## src/rtl/mmcm_ps_stepper.sv

```systemverilog
// MMCM dynamic phase-shift stepper: deadband decision, psen/psdone handshake,
// settle hold-off, saturating step position, lock and timeout status.
module mmcm_ps_stepper #(
    parameter int WIDTH          = 32,
    parameter int DEADBAND       = 4096,
    parameter int SETTLE_CYCLES  = 64,
    parameter int TIMEOUT_CYCLES = 1024,
    parameter int MAX_STEPS      = 4096,
    parameter int LOCK_COUNT     = 16
) (
    input  logic             clk,
    input  logic             reset_in_n,
    input  logic             enable,
    input  logic [WIDTH-1:0] err_in,
    output logic             psen,
    output logic             psincdec,
    input  logic             psdone,
    output logic [15:0]      position,
    output logic             locked,
    output logic             at_limit,
    output logic             timeout_err
);

    localparam int TW = $clog2(TIMEOUT_CYCLES);
    localparam int SW = $clog2(SETTLE_CYCLES + 1);
    localparam int LW = $clog2(LOCK_COUNT + 1);

    localparam logic [TW-1:0] T_LAST = TW'(TIMEOUT_CYCLES - 1);
    localparam logic [SW-1:0] S_LAST = SW'(SETTLE_CYCLES - 1);
    localparam logic [LW-1:0] L_MAX  = LW'(LOCK_COUNT);
    localparam logic [LW-1:0] L_PRE  = LW'(LOCK_COUNT - 1);

    localparam logic signed [WIDTH-1:0] DB_HI = WIDTH'(DEADBAND);
    localparam logic signed [WIDTH-1:0] DB_LO = -DB_HI;
    localparam logic signed [15:0]      POS_HI = 16'(MAX_STEPS);
    localparam logic signed [15:0]      POS_LO = -POS_HI;

    typedef enum logic [1:0] {
        IDLE,
        REQ,
        WAIT_DONE,
        SETTLE
    } state_t;

    state_t             state_q;
    logic [TW-1:0]      tcnt_q;
    logic [SW-1:0]      scnt_q;
    logic [LW-1:0]      lcnt_q;
    logic               psen_q;
    logic               inc_q;
    logic               locked_q;
    logic               at_limit_q;
    logic               timeout_q;
    logic signed [15:0] pos_q;
    logic signed [15:0] pos_d;

    logic want_up;
    logic want_dn;
    logic blocked;

    always_comb begin
        want_up = $signed(err_in) > DB_HI;
        want_dn = $signed(err_in) < DB_LO;
        blocked = (want_up && (pos_q >= POS_HI)) ||
                  (want_dn && (pos_q <= POS_LO));
        pos_d   = inc_q ? pos_q + 16'sd1 : pos_q - 16'sd1;
    end

    always_ff @(posedge clk or negedge reset_in_n) begin
        if (!reset_in_n) begin
            state_q    <= IDLE;
            tcnt_q     <= '0;
            scnt_q     <= '0;
            lcnt_q     <= '0;
            psen_q     <= 1'b0;
            inc_q      <= 1'b0;
            locked_q   <= 1'b0;
            at_limit_q <= 1'b0;
            timeout_q  <= 1'b0;
            pos_q      <= '0;
        end else begin
            psen_q <= 1'b0;
            unique case (state_q)
                IDLE: begin
                    if (!enable) begin
                        lcnt_q   <= '0;
                        locked_q <= 1'b0;
                    end else if (want_up || want_dn) begin
                        lcnt_q   <= '0;
                        locked_q <= 1'b0;
                        if (blocked) begin
                            at_limit_q <= 1'b1;
                        end else begin
                            at_limit_q <= 1'b0;
                            inc_q      <= want_up;
                            psen_q     <= 1'b1;
                            state_q    <= REQ;
                        end
                    end else begin
                        at_limit_q <= 1'b0;
                        if (lcnt_q != L_MAX)
                            lcnt_q <= lcnt_q + LW'(1);
                        locked_q <= (lcnt_q >= L_PRE);
                    end
                end
                REQ: begin
                    tcnt_q  <= '0;
                    state_q <= WAIT_DONE;
                end
                // psdone takes priority over the timeout terminal count
                WAIT_DONE: begin
                    if (psdone) begin
                        pos_q   <= pos_d;
                        scnt_q  <= '0;
                        state_q <= SETTLE;
                    end else if (tcnt_q == T_LAST) begin
                        timeout_q <= 1'b1;
                        scnt_q    <= '0;
                        state_q   <= SETTLE;
                    end else begin
                        tcnt_q <= tcnt_q + TW'(1);
                    end
                end
                SETTLE: begin
                    if (scnt_q == S_LAST)
                        state_q <= IDLE;
                    else
                        scnt_q <= scnt_q + SW'(1);
                end
                default: state_q <= IDLE;
            endcase
        end
    end

    assign psen        = psen_q;
    assign psincdec    = inc_q;
    assign position    = pos_q;
    assign locked      = locked_q;
    assign at_limit    = at_limit_q;
    assign timeout_err = timeout_q;

endmodule

```

## config.mk

```make
export PLATFORM = sky130hd
export DESIGN_NAME = mmcm_ps_stepper
export DESIGN_NICKNAME = d
export VERILOG_FILES = /design/src/rtl/mmcm_ps_stepper.sv
export SDC_FILE = /design/constraint.sdc
export NUM_CORES = 1
export LEC_CHECK = 0
export CAP_MARGIN = 40
export CORE_ASPECT_RATIO = 0.5
export CORE_MARGIN = 2
export CORE_UTILIZATION = 40
export CTS_BUF_LIST = sky130_fd_sc_hd__clkbuf_2
export CTS_CLUSTER_DIAMETER = 60
export DETAILED_ROUTE_END_ITERATION = 7
export SYNTH_ARGS = -nofsm -noshare
export SYNTH_HDL_FRONTEND = slang
export SYNTH_SLANG_ARGS = --single-unit
```

## constraint.sdc

```tcl
create_clock -name clk -period 2.8 [get_ports clk]
set_input_delay 0.56 -clock clk [delete_from_list [all_inputs] [get_ports clk]]
set_output_delay 0.56 -clock clk [all_outputs]
set_load 0.01 [all_outputs]
```

### Word level (Yosys, flattened, before mapping)

Index checks and enable logic that the tools add are counted.

| word-level totals | value |
|---|---|
| flip-flop bits (word level) | 45 |
| bits of input ports | 36 |
| output and inout port bits | 21 |
| logic and storage cells | 78 |

| cells by class | value |
|---|---|
| add/sub/neg operators | 5 |
| magnitude comparators | 5 |
| eq/ne operators | 15 |
| multiplexer cells | 26 |
| bitwise logic cells | 2 |
| reductions and logical operators | 15 |

Operator list:

| operator | number |
|---|---|
| > comparator 32 x 14 -> 1 bit (second input constant) | 1 |
| < comparator 32 x 13 -> 1 bit (second input constant) | 1 |
| two-way mux 7 bit | 3 |
| two-way mux 10 bit | 2 |
| one-hot mux 10 bit (2 select lines) | 1 |
| adder 16 x 2 -> 16 bit (second input constant) | 1 |
| >= comparator 16 x 14 -> 1 bit (second input constant) | 1 |
| <= comparator 16 x 13 -> 1 bit (second input constant) | 1 |
| two-way mux 16 bit | 1 |
| subtractor 16 x 2 -> 16 bit (second input constant) | 1 |
| two-way mux 5 bit | 3 |
| inequality test 2 bit (second input constant) | 7 |
| one-hot mux 7 bit (2 select lines) | 1 |
| two-way mux 2 bit | 6 |
| adder 10 x 1 -> 10 bit (second input constant) | 1 |
| equality test 10 bit (second input constant) | 1 |
| AND reduction 3 bit | 3 |
| two-way mux 1 bit | 8 |
| one-hot mux 2 bit (4 select lines) | 1 |
| adder 7 x 1 -> 7 bit (second input constant) | 1 |
| equality test 7 x 6 -> 1 bit (second input constant) | 1 |
| AND reduction 2 bit | 3 |
| adder 5 x 1 -> 5 bit (second input constant) | 1 |
| >= comparator 5 x 4 -> 1 bit (second input constant) | 1 |
| other kinds (12) | 17 |

### Logic depth before layout (Yosys ltp)

| depth | value |
|---|---|
| depth in word-level cells | 7 |
| depth in mapped cells | 9 |

### Least setup slack after synthesis

No wires, ideal clock.

| timing path | value |
|---|---|
| kind | reg2reg |
| start | reg inc_q (netlist: psincdec) |
| end | reg pos_q[10] (netlist: position[10]) |
| setup time | 0.142 ns |
| data arrival time | 2.323 ns |
| path slack | 0.335 ns |
| cell stages (with the launch flop) | 9 |
| clock period less this slack | 2.465 ns |
| path through | dfrtp_1 -> inv_1 -> fa_1 -> a21o_1 -> a21oi_1 -> o21ai_0 -> a311oi_1 -> or3_1 -> a31oi_1 |

| between the ends | value |
|---|---|
| cells in the longest elaborated chain, start to end | 1 |

Ends and longest elaborated chain:

| item | line | source |
|---|---|---|
| start: declaration | 50 | `logic inc_q;` |
| start signal: assignment | 95 | `inc_q <= want_up;` |
| two-way mux 16 bit | 66 | `pos_d = inc_q ? pos_q + 16'sd1 : pos_q - 16'sd1;` |
| end signal: assignment | 113 | `pos_q <= pos_d;` |
| end: declaration | 54 | `logic signed [15:0] pos_q;` |

No other way between the ends.
A chain may end at the register's enable or synchronous reset.

### Worst setup path after layout

| timing path | value |
|---|---|
| start | reg inc_q (netlist: psincdec) |
| end | reg pos_q[13] (netlist: position[13]) |

Same word-level chain as after synthesis.

==> results.py <==
metrics = {
    "setup_path": {
        "rr_worst_depth": 10,
        "cp-start-kind": "register",
        "cp.required_ns": 3.18,
        "ff2ff_setup_slack_ns": 0.16,
        "cp-end-kind": "register",
        "crit_type": "register to register",
        "crit_fanout": 6,
        "critPathArrivalTime_ns": 3.01,
    },
    "cells_and_area": {
        "nFillCells": 708,
        "multi_input_area_sq_um": 1870,
        "drive_gt1_frac": 0.0817,
        "design_area_sq_um": 3880,
        "insertedDiodeCount": 0,
        "fin_nets": 475,
        "syn_to_final_growth_pct": 26.5,
        "area.sequential_sq_um": 1130,
        "stdcell_count": 512,
    },
    "floorplan": {
        "die_h_um": 65.9,
        "core_sq_um": 7380,
        "die-area_sq_um": 8430,
        "num_rows": 22,
        "io_pins": 57,
        "chipWidth_um": 128,
        "initial_core_util": 0.416,
    },
    "sta": {
        "period_share": 0.941,
        "report.final.setup_viol": 0,
        "maxSlewViolCount": 0,
        "final.setup_skew_ns": 0.0335,
        "hold_viol": 0,
        "rsz0062_at_grt": "no",
        "max_freq_ghz": 0.379,
        "slew_headroom": 0.534,
        "fin_setup_tns_ns": 0,
        "max_slew.worst_pin.slew_ns": 0.699,
        "finalCriticalPeriod_ns": 2.64,
    },
    "power_and_ir_drop": {
        "powerDensity_nw_per_um2": 1040,
        "ir_drop_v": 0.000705,
        "combPwrFrac": 0.668,
        "p_clk_frac": 0.074,
        "internal_power_uw": 2150,
        "swShare": 0.467,
        "sequentialPowerShare": 0.258,
        "p_switching_uw": 1880,
        "p_leak_uw": 0.00167,
        "finalPower_uw": 4020,
    },
    "clock_tree": {
        "cts.sinks": 45,
        "hold_buffers": 0,
        "clkSlewWorstSetupHoldPaths_ns": 0.25,
        "insertion_delay_ns": 0.46,
        "cts_tree": "built",
        "clockRootBuffer": "clkbuf_2",
        "numCtsBuffers": 5,
        "cts_htree_levels": 2,
        "clock_path_buffers": 2,
    },
    "yosys": {
        "syn-num-nets": 404,
        "async_flop_share": 1.00,
        "yosysTopAreaCellShare": 0.367,
        "synth_enable_flop_cells": 0,
        "synth_warnings": 0,
        "synth_area_leaders": "dfrtp_1 37%, ha_1 9.4%, nand2_1 4.4%",
        "synth_seq_cells": 45,
        "syn_inst": 344,
        "synth_flop_cell": "dfrtp_1",
        "yosysSeqAreaShare": 0.367,
        "post_synth.cell_area_avg_sq_um": 8.92,
        "synth.distinct_cells": 56,
        "yosys.area.top_type": "dfrtp_1",
        "netlist_area_sq_um": 3070,
    },
    "route": {
        "num_vias": 2874,
        "drc": 0,
        "routed_wl_um": 7760,
        "detail-route-antenna-nets": 0,
        "post_drt_via_cell_ratio": 5.61,
        "drt-initial-drc-count": 132,
        "dr.pass1.iters": 4,
        "drt-wirelength-per-cell_um": 15.2,
    },
    "placement": {
        "placed_cell_area_sq_um": 3780,
        "port_buffers": 56,
        "dp_hpwl_um": 5780,
        "place_inst": 497,
        "gp_congestion": 0.825,
    },
    "global_routing": {
        "grt_use_met1": 0.249,
        "top_usage_layer": "met2",
        "met3_usage": 0.0413,
        "grt_util_met2": 0.322,
        "grt.overflow.total": 0,
        "grt_pass1_vias": 2655,
        "antenna_found_initial": 0,
        "grt_max_degree": 32,
        "grt_usage": 0.190,
        "grt_pass1_wl_um": 12600,
    },
    "run": {
        "cap_violations": 0,
    },
    "min_path": {
        "hold_path_class": "input port to async pin",
    },
    "run_status": {
        "status": "finished clean",
    },
}
critical path, stage by stage, from the launching register on:
cell	delay (ns)
dfrtp_1	0.46
clkinvlp_4	0.19
clkbuf_2	0.20
buf_4	0.15
ha_1	0.34
a21o_1	0.19
a21oi_1	0.18
a21oi_1	0.15
o21ai_1	0.41
a2111o_1	0.22
nand3_1	0.06
cell usage in the layout (no fill, tap or decap), types with 4 or more instances in the layout:
master | Yosys | routed
nor2_1 | 24 | 24
nand4_1 | 13 | 13
and3_1 | 4 | 4
nand2_1 | 36 | 36
a21o_1 | 6 | 6
nor4_1 | 13 | 13
xnor2_1 | 6 | 6
buf_4 | 0 | 15
clkdlybuf4s50_1 | 0 | 55
o21a_1 | 4 | 4
a21oi_1 | 14 | 14
o21ai_0 | 26 | 24
dfrtp_1 | 45 | 45
a31oi_1 | 8 | 8
ha_1 | 23 | 23
nor2b_1 | 6 | 6
inv_1 | 13 | 12
clkbuf_2 | 0 | 8
or3_1 | 7 | 7
nand3_1 | 17 | 17
nor3_1 | 5 | 5
xor2_1 | 9 | 9
nand2b_1 | 6 | 6
metrics by stage:
stage           util  worst slack, ns  hold WS [ns]
2_1_floorplan      -            0.335         0.264
3_3_place_gp   0.513            0.213         0.462
3_5_place_dp   0.513            0.119         0.480
4_1_cts        0.518            0.160         0.105
5_1_grt        0.526          0.00198         0.103
6_report       0.526            0.165         0.100
power groups by stage:
stage               Sequential [uW]  Clock [uW]  Combinational (uW)
floorplan                      1060           0                1720
global placement               1040           0                2510
detailed placement             1050           0                2560
CTS                            1040         314                2590
global route                   1070         343                2970
finish                         1040         299                2690
flip-flops by register name, indices dropped and copies added, names as in the netlist:
name         cells
lcnt_q           5
locked           1
position        16
psincdec         1
at_limit         1
timeout_err      1
tcnt_q          10
state_q          2
scnt_q           7
psen             1
layout make-up:
| class | instances | share of cell area |
|---|---|---|
| Clock inverter | 1 | 0.00193 |
| Clock buffer | 7 | 0.00902 |
| Tap cell | 96 | 0.0309 |
| Timing Repair Buffer | 72 | 0.173 |
| Sequential cell | 45 | 0.290 |
| Inverter | 13 | 0.0135 |
| Multi-Input combinational cell | 278 | 0.481 |
worst paths after layout:
check / start / endpoint
max: psincdec / position[13]
min: reset_in_n / tcnt_q[9]
max reg2reg: psincdec / position[13]
min reg2reg: scnt_q[5] / scnt_q[5]
max in group asynchronous: reset_in_n / position[6]
min in group clk: scnt_q[5] / scnt_q[5]
logic make-up (layout without fill, tap and decap cells):
logic type / Yosys count / in the layout / share of synthesized area
adders and majority gates: 24 / 24 / 0.100
xor gates and xnor gates: 15 / 15 / 0.0428
buffers and inverters: 21 / 93 / 0.0261
and+or+nand+nor: 142 / 142 / 0.237
muxes: 6 / 6 / 0.0220
AOI/OAI and AO/OA: 91 / 91 / 0.205
DFF: 45 / 45 / 0.367
routing by layer:
layer  wire length, um  vias up
li1                  -     1445
met5                 0        -
met1              3710     1378
met2              3760       43
met4                72        0
met3               219        8
cells in the mapped netlist (2+ instances only):
cell type / instances
a2111o_1: 2
a211o_1: 2
a21o_1: 6
a21oi_1: 14
a22o_1: 3
a31oi_1: 8
a41oi_1: 2
and2_1: 3
and3_1: 4
and4_1: 2
clkbuf_1: 6
dfrtp_1: 45
ha_1: 23
inv_1: 13
mux2i_1: 3
nand2_1: 36
nand2b_1: 6
nand3_1: 17
nand4_1: 13
nand4b_1: 2
nor2_1: 24
nor2b_1: 6
nor3_1: 5
nor3b_1: 2
nor4_1: 13
o2111ai_1: 2
o21a_1: 4
o21ai_0: 26
o21bai_1: 2
o311ai_0: 2
o31a_1: 2
o31ai_1: 3
or3_1: 7
xnor2_1: 6
xor2_1: 9
timing repair:
action,4_1_cts,5_1_grt
gates resized for setup,0,4
setup buffers,0,7
setup endpoints to repair,0,2
Note: power is estimated with default switching activity, not from simulation.
